==> src/rtl/ram_arb_pkg.sv <==
// rtl/ram_arb_pkg.sv - shared widths, FSM state and owner encodings for ram_arbiter
package ram_arb_pkg;
    localparam int ADDR_W_DEF = 5;
    localparam int DATA_W_DEF = 8;

    typedef enum logic [1:0] {
        IDLE   = 2'd0,
        ACCESS = 2'd1,
        RDATA  = 2'd2
    } state_e;

    typedef enum logic {
        OWN_A = 1'b0,
        OWN_B = 1'b1
    } owner_e;
endpackage

==> src/rtl/rr_pick2.sv <==
// rtl/rr_pick2.sv - combinational 2-way picker: lone request wins, ties go to the side not granted last
module rr_pick2
    import ram_arb_pkg::*;
(
    input  logic   a_req_i,
    input  logic   b_req_i,
    input  owner_e last_owner_i,
    input  logic   fixed_prio_i,
    output owner_e winner_o
);
    always_comb begin
        winner_o = OWN_A;
        if (a_req_i && b_req_i) begin
            winner_o = (fixed_prio_i || last_owner_i == OWN_B) ? OWN_A : OWN_B;
        end else if (b_req_i) begin
            winner_o = OWN_B;
        end
    end
endmodule

==> src/rtl/ram_arbiter.sv <==
// rtl/ram_arbiter.sv - two-requester single-port RAM arbiter; RAM_ARB_FIXED_PRIO_EN makes A always win ties
module ram_arbiter
    import ram_arb_pkg::*;
#(
    parameter int ADDR_W = ADDR_W_DEF,
    parameter int DATA_W = DATA_W_DEF
) (
    input  logic              clock,
    input  logic              resetN,
    input  logic              aReq,
    input  logic              bReq,
    input  logic              aWE,
    input  logic              bWE,
    input  logic [ADDR_W-1:0] aAddr,
    input  logic [ADDR_W-1:0] bAddr,
    input  logic [DATA_W-1:0] aDataIn,
    input  logic [DATA_W-1:0] bDataIn,
    output logic              aGnt,
    output logic              bGnt,
    output logic              aRdValid,
    output logic              bRdValid,
    output logic [DATA_W-1:0] aRdData,
    output logic [DATA_W-1:0] bRdData,
    output logic [ADDR_W-1:0] ramAddress,
    output logic              ramWE,
    output logic [DATA_W-1:0] ramDataIn,
    input  logic [DATA_W-1:0] ramDataOut
);
    state_e            state_q, state_d;
    owner_e            owner_q, winner, last_owner;
    logic              we_q;
    logic [ADDR_W-1:0] addr_q;
    logic [DATA_W-1:0] data_q;
    logic              latch;
    logic              fixed_prio;

`ifdef RAM_ARB_FIXED_PRIO_EN
    assign fixed_prio = 1'b1;
    assign last_owner = OWN_B;
`else
    owner_e last_q;

    assign fixed_prio = 1'b0;
    assign last_owner = last_q;

    // Reset value B hands the first tie to A.
    always_ff @(posedge clock or negedge resetN) begin
        if (!resetN) begin
            last_q <= OWN_B;
        end else if (latch) begin
            last_q <= winner;
        end
    end
`endif

    rr_pick2 u_pick (
        .a_req_i      (aReq),
        .b_req_i      (bReq),
        .last_owner_i (last_owner),
        .fixed_prio_i (fixed_prio),
        .winner_o     (winner)
    );

    always_ff @(posedge clock or negedge resetN) begin
        if (!resetN) begin
            state_q <= IDLE;
            owner_q <= OWN_A;
            we_q    <= 1'b0;
            addr_q  <= '0;
            data_q  <= '0;
        end else begin
            state_q <= state_d;
            if (latch) begin
                owner_q <= winner;
                we_q    <= (winner == OWN_A) ? aWE : bWE;
                addr_q  <= (winner == OWN_A) ? aAddr : bAddr;
                data_q  <= (winner == OWN_A) ? aDataIn : bDataIn;
            end
        end
    end

    always_comb begin
        state_d  = state_q;
        latch    = 1'b0;
        aGnt     = 1'b0;
        bGnt     = 1'b0;
        aRdValid = 1'b0;
        bRdValid = 1'b0;
        aRdData  = '0;
        bRdData  = '0;
        ramWE    = 1'b0;
        case (state_q)
            IDLE: begin
                if (aReq || bReq) begin
                    latch   = 1'b1;
                    state_d = ACCESS;
                end
            end
            ACCESS: begin
                aGnt    = (owner_q == OWN_A);
                bGnt    = (owner_q == OWN_B);
                ramWE   = we_q;
                state_d = we_q ? IDLE : RDATA;
            end
            RDATA: begin
                // RAM output is registered, so read data lands one cycle after ACCESS.
                aRdValid = (owner_q == OWN_A);
                bRdValid = (owner_q == OWN_B);
                aRdData  = (owner_q == OWN_A) ? ramDataOut : '0;
                bRdData  = (owner_q == OWN_B) ? ramDataOut : '0;
                state_d  = IDLE;
            end
            default: state_d = IDLE;
        endcase
    end

    assign ramAddress = addr_q;
    assign ramDataIn  = data_q;
endmodule

==> config.mk <==
export PLATFORM = sky130hd
export DESIGN_NAME = ram_arbiter
export DESIGN_NICKNAME = d
export VERILOG_FILES = /design/src/rtl/ram_arb_pkg.sv /design/src/rtl/rr_pick2.sv /design/src/rtl/ram_arbiter.sv
export SDC_FILE = /design/constraint.sdc
export NUM_CORES = 1
export LEC_CHECK = 0
export BUFFER_PORTS_ARGS = -buffer_cell sky130_fd_sc_hd__buf_4
export CORE_UTILIZATION = 40
export CTS_CLUSTER_SIZE = 30
export DETAILED_ROUTE_END_ITERATION = 8
export PLACE_DENSITY = 0.78
export SYNTH_ARGS = -nofsm -noshare
export SYNTH_HDL_FRONTEND = slang
export SYNTH_HIERARCHICAL = 1
export SYNTH_SLANG_ARGS = --single-unit
==> constraint.sdc <==
create_clock -name clock -period 2 [get_ports clock]
set_input_delay 0.4 -clock clock [delete_from_list [all_inputs] [get_ports clock]]
set_output_delay 0.4 -clock clock [all_outputs]
set_load 0.05 [all_outputs]
Word-level counts from Yosys, hierarchy flattened
Index checks and enable logic that the tools add are counted.
- register bits: 18
- input port bits: 40
- output and inout port bits: 34
- word-level logic and storage cells: 33
- equal/unequal tests: 3
- mux-type cells: 20
- bitwise logic cells: 1
- reductions and logical operators: 3
- operators with widths (cell ; number):
    two-way mux 8 bit ; 5
    two-way mux 1 bit ; 11
    two-way mux 5 bit ; 1
    two-way mux 2 bit ; 2
    one-hot mux 2 bit (2 select lines) ; 1
    == test 2 x 1 -> 1 bit, second input constant ; 1
    == test 2 bit, second input constant ; 1
    zero test 2 bit ; 1
    inequality test 2 bit, second input constant ; 1
    logical AND 1 bit ; 1
    logical OR 1 bit ; 1
    NOT 1 bit ; 1

Longest topological paths before layout
Gate-level depths: netlist of run 1.
- word-level depth: 3
- mapped depth: 6
- depth with buffers taken out: 4

Cells and area by module
Netlist of run 1, hierarchy kept.
- by module, submodules not included (module ; instances ; cells each ; area each (um^2) ; sequential area each (um^2)):
    ram_arbiter ; 1 ; 79 ; 992.2 ; 451.7
    rr_pick2 ; 1 ; 2 ; 11.3 ; 0.0

Least setup slack after synthesis of run 1
OpenSTA, ideal clock, no wires.
- kind: reg2out
- start point: reg state_q[0]
- end point: out aRdData[0]
- data arrival time: 2451 ps
- data required time: 1600 ps
- slack: -851 ps
- stages on the path, launching flop included: 3
- path buffers: 0
- cell sequence: dfrtp_1 > nor3b_1 > and2_1
- word-level cells in the longest chain between the ends: 2
- ends and longest elaborated chain (item ; line ; text):
    start, declared ; ram_arbiter.sv:29 ; state_e state_q, state_d;
    start signal, assigned ; ram_arbiter.sv:72 ; state_q <= state_d;
    == test 2 bit ; ram_arbiter.sv:92 ; case (state_q)
    two-way mux 8 bit ; ram_arbiter.sv:92 ;
    end, declared ; ram_arbiter.sv:22 ; output logic [DATA_W-1:0] aRdData,
Every way passes these cells.

Final worst setup path of run 1
- start point: reg state_q[0]
- end point: out bRdData[1]
- word-level cells in the longest chain between the ends: 2
- ends and longest elaborated chain (item ; line ; text):
    == test 2 bit ; ram_arbiter.sv:92 ;
    two-way mux 8 bit ; ram_arbiter.sv:92 ;
    end, declared ; ram_arbiter.sv:23 ; output logic [DATA_W-1:0] bRdData,
Every way passes these cells.

==> metrics, run 1 <==
FMAX=529 MHz; clock skew=0.00739 ns; fin util=73.0%; clock latency on the worst-skew pair=0.29 ns; Critical Path AT=1.49 ns; Syn-to-layout area delta=67.1%; pin count of the biggest net entering global routing=19; Multi-input gate area=571 um2; CTS Sinks=18; Die Wd=52.1 um; Peak VDD IR=1090 uV; Tot GR Track Use=18.4%; Pwr per Cell Area=1590 nW/um2; crit path launch type=flop; vias in the first global route=825; Yosys warning total=6; DP Worst Slack=0.324 ns; Root Driver=clkbuf_4; total vias in the final route=923; Syn Nets=121; synthesized area per cell=12.4 um2; final critical-path share of the clock period=94.5%; clk slew on worst S/H paths=0.11 ns; CTS tree=done; Post-Route WL=2.56 mm; commonest non-fill, non-tap cell in the layout=buf_4; # IOs=74; Synth Cell Area=1000 um2; crit path kind=reg2out; register bit total from synthesis=18; most frequent cells in the layout=buf_4 (75), mux2_2 (28), dfrtp_1 (15), and2_1 (9), and2_2 (8); R2R setup slack=0.38 ns; Period minus WS final=1.89 ns; nets=201; core area=2300 um2; Critical Path RT=1.60 ns; HPWL Detailed=1.87 mm; Hold Path Class=in2reg; H-tree Lvls=1; PortBufs=73; clk buf depth=2; first-pass iteration count of the detailed router=5; leakage power=0.832 nW; Crit. End Element=output port; Syn Inst Count=81; initial DRC count=2; max_cap viols=0; outcome=complete, no violations; Yosys cell types=15; routability cong.=0.651; clock buffer count from CTS=3; Via-to-Cell Ratio=4.91; Antenna diodes=0; Post-CTS Setup Repair Bufs=0; sequential cell area=454 um2; global route overflow=0; DRC Markers=0; RSZ-0062 raised after global routing=no; setup TNS=0 ns; post-route setup slack=0.109 ns; Fin. Hold Viols=0; fin. max-slew vios=0; setup violators final=0; CP max stage delay=0.52 ns; fillers=163; worst path cell trace=nor3b_4, and2_2, buf_4; sequential element share of the synthesized area=45.0%; Starting Density=43.7%; DIE AREA=2710 um2; Routed Antenna Nets=0; Std-Cell Rows=17; first-pass GRT wire length=3.66 mm; Max Fanout on Critical Path=6; WL/cell=13.6 um; share of post-route cells with drive strength above 1=77.5%; Die Y=52.1 um; initial antenna violation count=0; Slowest-stage cell, CP=dfrtp_2
-- final cells by class --
cell class | instances | area share, %
Clock buffer | 4 | 2.16
Inverter | 2 | 0.448
Multi-Input combinational cell | 60 | 34.0
Sequential cell | 18 | 27.1
Tap cell | 28 | 2.09
Timing Repair Buffer | 76 | 34.2
-- power by group --
group          internal (W)  switching (W)  total, W
clock network      0.000111       0.000114  0.000225
logic              0.000647        0.00108   0.00172
registers          0.000560       0.000165  0.000725
total               0.00132        0.00136   0.00267
-- path summary, 6_finish.rpt --
path	start	endpoint	depth (start not counted)
worst max register to register	last_owner	ramAddress[4]	5
worst max-delay path	state_q[0]	bRdData[1]	3
worst min register to register	we_q	state_q[1]	1
min in group asynchronous	resetN	ramDataIn[2]	2
max in group asynchronous	resetN	last_owner	2
worst min-delay path	aWE	we_q	3
-- through the flow --
step	cells	instance area (um2)	hold slack, ns	power (W)
after detailed placement	181	1600	0.282	0.00241
after global placement	181	1600	0.279	0.00237
after CTS	186	1640	0.433	0.00263
after global routing	188	1680	0.431	0.00279
after floorplan	81	1030	0.104	0.00191
final	188	1680	0.418	0.00267
-- registers in the layout, indices dropped and copies added, names as in the netlist --
name        flops
owner_q         1
ramDataIn       8
we_q            1
last_owner      1
state_q         2
ramAddress      5
-- cells by family (layout without fill, tap and decap cells) --
logic type             count (synthesis)  in the layout  synth area share (%)
muxes                                 30             30                  33.4
and+or+nand+nor                       26             28                  17.2
DFF                                   18             18                  45.0
buffers and inverters                  5             82                  3.49
other                                  1              1                 0.374
AOI/OAI and AO/OA                      1              1                 0.498
-- worst max-delay path: cells and delay by family, from the launching register on --
| family | cells | cell delay [ns] |
|---|---|---|
| buf+inv | 1 | 0.19 |
| flops | 1 | 0.52 |
| simple gates | 2 | 0.50 |
-- synth_stat cells --
cell / instances / area share [%]
buf_2: 1 / 0.50
and2_2: 8 / 6.0
mux2i_1: 2 / 2.0
nor3b_1: 2 / 1.5
o21ai_1: 1 / 0.50
nor2_1: 5 / 1.9
and2_1: 9 / 5.6
mux2_2: 28 / 31
nor3_4: 1 / 1.6
inv_1: 2 / 0.75
buf_6: 2 / 2.2
nand2b_1: 1 / 0.62
dfrtp_1: 17 / 42
conb_1: 1 / 0.37
dfstp_2: 1 / 2.6
-- timing repair --
item                                   in CTS  in global routing
hold buffers                                1                  0
setup endpoints to repair                   0                  9
endpoints found under the hold margin      17                  0
gates resized for setup                     0                  4
-- metal layers --
layer,vias up,GRT usage (%),wire [um]
met5,-,0,0
li1,437,-,-
met2,52,34.8,1300
met1,432,20.1,967
met4,0,5.41,14
met3,2,4.09,277
Note: power is estimated with default switching activity, not from simulation.
==> run 2: changes to the inputs <==
--- a/config.mk
+++ b/config.mk
@@ -6,10 +6,12 @@
 export NUM_CORES = 1
 export LEC_CHECK = 0
 export BUFFER_PORTS_ARGS = -buffer_cell sky130_fd_sc_hd__buf_4
+export CAP_MARGIN = 40
 export CORE_UTILIZATION = 40
 export CTS_CLUSTER_SIZE = 30
 export DETAILED_ROUTE_END_ITERATION = 8
 export PLACE_DENSITY = 0.78
+export SETUP_SLACK_MARGIN = 0.4
 export SYNTH_ARGS = -nofsm -noshare
 export SYNTH_HDL_FRONTEND = slang
 export SYNTH_HIERARCHICAL = 1
==> metrics, run 2 (synthesis results as in run 1) <==
Via-to-Cell Ratio=4.99; Reg-to-Reg Start=last_owner; core area=2300 um2; Slowest-stage cell, CP=dfrtp_1; HPWL Detailed=1.83 mm; hold path endpoint=we_q; commonest non-fill, non-tap cell in the layout=buf_4; placed inst area=1630 um2; initial antenna violation count=0; Hold Path Class=in2reg; pin count of the biggest net entering global routing=19; PortBufs=73; GR Layer Usage met1=23.3%; CP max stage delay=0.44 ns; Routed Antenna Nets=0; fillers=100; CTS tree=done; CP Launch Point=owner_q; Root Driver=clkbuf_4; Max Fanout on Critical Path=5; first-pass GRT wire length=4.06 mm; placed cells=182; crit path launch type=flop; worst hold start=aWE; DP Worst Slack=0.290 ns; Critical Path RT=1.60 ns; Starting Density=43.7%; Die Y=52.1 um; Tot GR Track Use=20.7%; share of post-route cells with drive strength above 1=86.6%; Final Instance Area=2050 um2; setup violators final=0; worst path cell trace=inv_2, nor3b_4, buf_6, and2_4, buf_8; Crit. End Element=output port; clock latency on the worst-skew pair=0.31 ns; clk slew on worst S/H paths=0.11 ns; global route overflow=0; WL/cell=16.6 um; RSZ-0062 raised after global routing=yes; routability cong.=0.681; Die Wd=52.1 um; Pwr per Cell Area=1580 nW/um2; R2R setup slack=0.39 ns; setup TNS=0 ns; DIE AREA=2710 um2; clock buffer count from CTS=3; Reg-to-Reg End=ramDataIn[6]; Antenna diodes=0; Hold Crit Depth=3; total vias in the final route=998; grt peak-use layer=met2; nets=213; first-pass iteration count of the detailed router=3; leakage power=1.01 nW; post-route setup slack=0.113 ns; clk buf depth=2; overall power=0.00324 W; Post-Route WL=3.32 mm; outcome=complete, no violations; max_cap viols=0; Critical Path AT=1.49 ns; clock skew=0.00817 ns; grt met3 use=6.73%; fin. max-slew vios=0; initial DRC count=8; FMAX=530 MHz; vias in the first global route=945; # IOs=74; Post-Layout Cell Count=200; R2R cell count=5; Syn-to-layout area delta=105%; Std-Cell Rows=17; Period minus WS final=1.89 ns; CTS Sinks=18; Fin. Hold Viols=0; crit path kind=reg2out; most frequent cells in the layout=buf_4 (58), buf_8 (21), and2_4 (17), mux2_2 (16), dfrtp_1 (15); met2 Use GR=35.7%; max reg flops=8; DRC Markers=0; final critical-path share of the clock period=94.3%; Peak VDD IR=1220 uV; H-tree Lvls=1
run 2: cell types whose count changed in the layout (fill, tap and decap cells not counted), sizes merged:
cell   delta
buf      +14
nor3b     -2
run 2: worst max-delay path by stage:
stage,slack [ns],endpoint,cells past startpoint
floorplan,0.12,aRdData[0],2
global route,0.06,bRdData[4],5
detailed placement,0.29,ramAddress[2],6
CTS,0.16,bRdData[4],5
global placement,0.34,ramDataIn[3],6
finish,0.11,bRdData[5],5
run 2: routing by layer:
metal | vias up | wire length [um]
met5 | - | 0
met4 | 0 | 98
met3 | 9 | 206
met2 | 45 | 1720
met1 | 486 | 1300
li1 | 458 | -
run 2: timing repair:
action / in CTS / in global routing
hold buffers: 1 / 0
endpoints found under the setup margin: 28 / 33
hold endpoints to repair: 17 / 0
pin swaps: 2 / 19
gates cloned: 0 / 3
gates resized for setup: 27 / 54
buffers inserted: 5 / 5
run 2: power by group:
part / total [W] / internal, W / switching [W]
combinational: 0.00230 / 0.00104 / 0.00126
clock: 0.000231 / 0.000111 / 0.000120
sequential: 0.000705 / 0.000561 / 0.000145
run 2: critical path, delay by kind of cell, from the launching register on:
| kind | cells | cell delay [ns] |
|---|---|---|
| flip-flops | 1 | 0.44 |
| buffers and inverters | 3 | 0.37 |
| AND/OR/NAND/NOR | 2 | 0.36 |
run 2: through the flow:
stage                     hold WS, ns  utilization (%)
final                           0.399             89.4
after global placement          0.283             71.0
after CTS                       0.397             79.2
after detailed placement        0.281             71.0
after global routing            0.416             89.4
after floorplan                 0.104                -
run 2: cell type report:
class	count	area (um2)	share of cell area, %
multi-input combinational	58	647	31.5
sequential	18	454	22.1
inverter	2	7.51	0.366
timing repair buffer	90	873	42.5
clock buffer	4	36.3	1.77
tap	28	35.0	1.71
==> run 3: changes to the inputs <==
--- a/config.mk
+++ b/config.mk
@@ -7,10 +7,10 @@
 export LEC_CHECK = 0
 export BUFFER_PORTS_ARGS = -buffer_cell sky130_fd_sc_hd__buf_4
 export CAP_MARGIN = 40
-export CORE_UTILIZATION = 40
+export CORE_UTILIZATION = 43
 export CTS_CLUSTER_SIZE = 30
 export DETAILED_ROUTE_END_ITERATION = 8
-export PLACE_DENSITY = 0.78
+export PLACE_DENSITY = 0.83
 export SETUP_SLACK_MARGIN = 0.4
 export SYNTH_ARGS = -nofsm -noshare
 export SYNTH_HDL_FRONTEND = slang
==> constraint.sdc (replaced) <==
create_clock -name clock -period 2.2 [get_ports clock]
set_input_delay 0.22 -clock clock [delete_from_list [all_inputs] [get_ports clock]]
set_output_delay 0.22 -clock clock [all_outputs]
set_load 0.05 [all_outputs]
==> metrics, run 3 (synthesis results as in run 1) <==
R2R setup slack=0.54 ns; max reg flops=8; placed inst area=1590 um2; share of post-route cells with drive strength above 1=78.0%; placed cells=180; Post-Route WL=2.47 mm; setup violators final=0; CP max stage delay=0.44 ns; first-pass iteration count of the detailed router=3; fin. max-slew vios=0; most frequent cells in the layout=buf_4 (74), mux2_2 (28), dfrtp_1 (15), and2_2 (10), and2_1 (7); R2R cell count=4; Hold Path Class=in2reg; DRC Markers=0; critical path depth=4; core area=2210 um2; Std-Cell Rows=17; Routed Antenna Nets=0; initial antenna violation count=0; RSZ-0062 raised after global routing=no; # IOs=74; Pwr per Cell Area=1440 nW/um2; pin count of the biggest net entering global routing=19; Syn-to-layout area delta=66.0%; initial DRC count=4; PortBufs=73; fin util=75.3%; overall power=0.00240 W; Slowest-stage cell, CP=dfrtp_2; worst path cell trace=inv_1, nor3b_4, and2_2, buf_4; nets=200; outcome=complete, no violations; WL/cell=13.2 um; Critical Path AT=1.49 ns; final critical-path share of the clock period=77.9%; clock latency on the worst-skew pair=0.28 ns; Peak VDD IR=966 uV; crit path launch type=flop; FMAX=584 MHz; Fin. Hold Viols=0; CTS tree=done; Via-to-Cell Ratio=4.87; Final Instance Area=1670 um2; clock skew=0.00186 ns; global route overflow=0; Post-Layout Cell Count=187; Die Wd=50.3 um; first-pass GRT wire length=3.65 mm; leakage power=0.825 nW; DIE AREA=2530 um2; Root Driver=clkbuf_4; Crit. End Element=output port; Critical Path RT=1.98 ns; crit path kind=reg2out; max_cap viols=0; total vias in the final route=911; clk slew on worst S/H paths=0.10 ns; Antenna diodes=0; clock buffer count from CTS=3; commonest non-fill, non-tap cell in the layout=buf_4; Hold Crit Depth=3; Die Y=50.3 um; Tot GR Track Use=19.3%; CP Buf/Inv Count=2; routability cong.=0.662; H-tree Lvls=1; clk buf depth=2; vias in the first global route=828; CP delay by family, top=simple AND/OR/NAND/NOR gates; setup TNS=0 ns; Max Fanout on Critical Path=5; Post-CTS Setup Repair Bufs=0; Starting Density=45.4%; CTS Sinks=18; HPWL Detailed=1.80 mm; Period minus WS final=1.71 ns
## run 3: power breakdown
part / total, W / switching [W] / internal, W
logic: 0.00155 / 0.000968 / 0.000582
registers: 0.000651 / 0.000142 / 0.000509
clock network: 0.000198 / 0.0000970 / 0.000101
## run 3: what timing repair did
action	CTS	global route
endpoints found under the hold margin	17	0
resized for setup	1	2
cloned	0	2
hold buffers	1	0
pin swaps	0	2
endpoints found under the setup margin	13	13
## run 3: area by class of cell
| class | instances | area (um2) |
|---|---|---|
| multi-input cells | 60 | 567 |
| repair buffers | 75 | 566 |
| fillers | 160 | 547 |
| flip-flops and latches | 18 | 454 |
| clock buffers | 4 | 36.3 |
| well taps | 28 | 35.0 |
| inverters | 2 | 7.51 |
## run 3: routing by layer
metal / track usage, % / wire length, um / vias to the layer above
met4: 6.94 / 14 / 0
met5: 0 / 0 / -
met2: 36.7 / 1330 / 51
met3: 5.45 / 250 / 2
li1: - / - / 436
met1: 19.8 / 880 / 422
## run 3: final timing paths
kind / to / start
min in group asynchronous: ramAddress[4] / resetN
worst max register to register: ramDataIn[2] / last_owner
worst min-delay path: we_q / aWE
worst max-delay path: bRdData[3] / owner_q
max in group asynchronous: last_owner / resetN
worst min register to register: state_q[1] / we_q
## run 3: through the flow
stage	hold WS [ns]	setup slack, ns
3_5_place_dp	0.100	0.316
4_1_cts	0.234	0.417
6_report	0.234	0.487
2_1_floorplan	-0.0756	0.400
5_1_grt	0.247	0.389
3_3_place_gp	0.0990	0.387
## run 3: worst min-delay path: cells and delay by family
| family | cells | cell delay (ns) |
|---|---|---|
| buf+inv | 1 | 0.08 |
| mux | 2 | 0.18 |
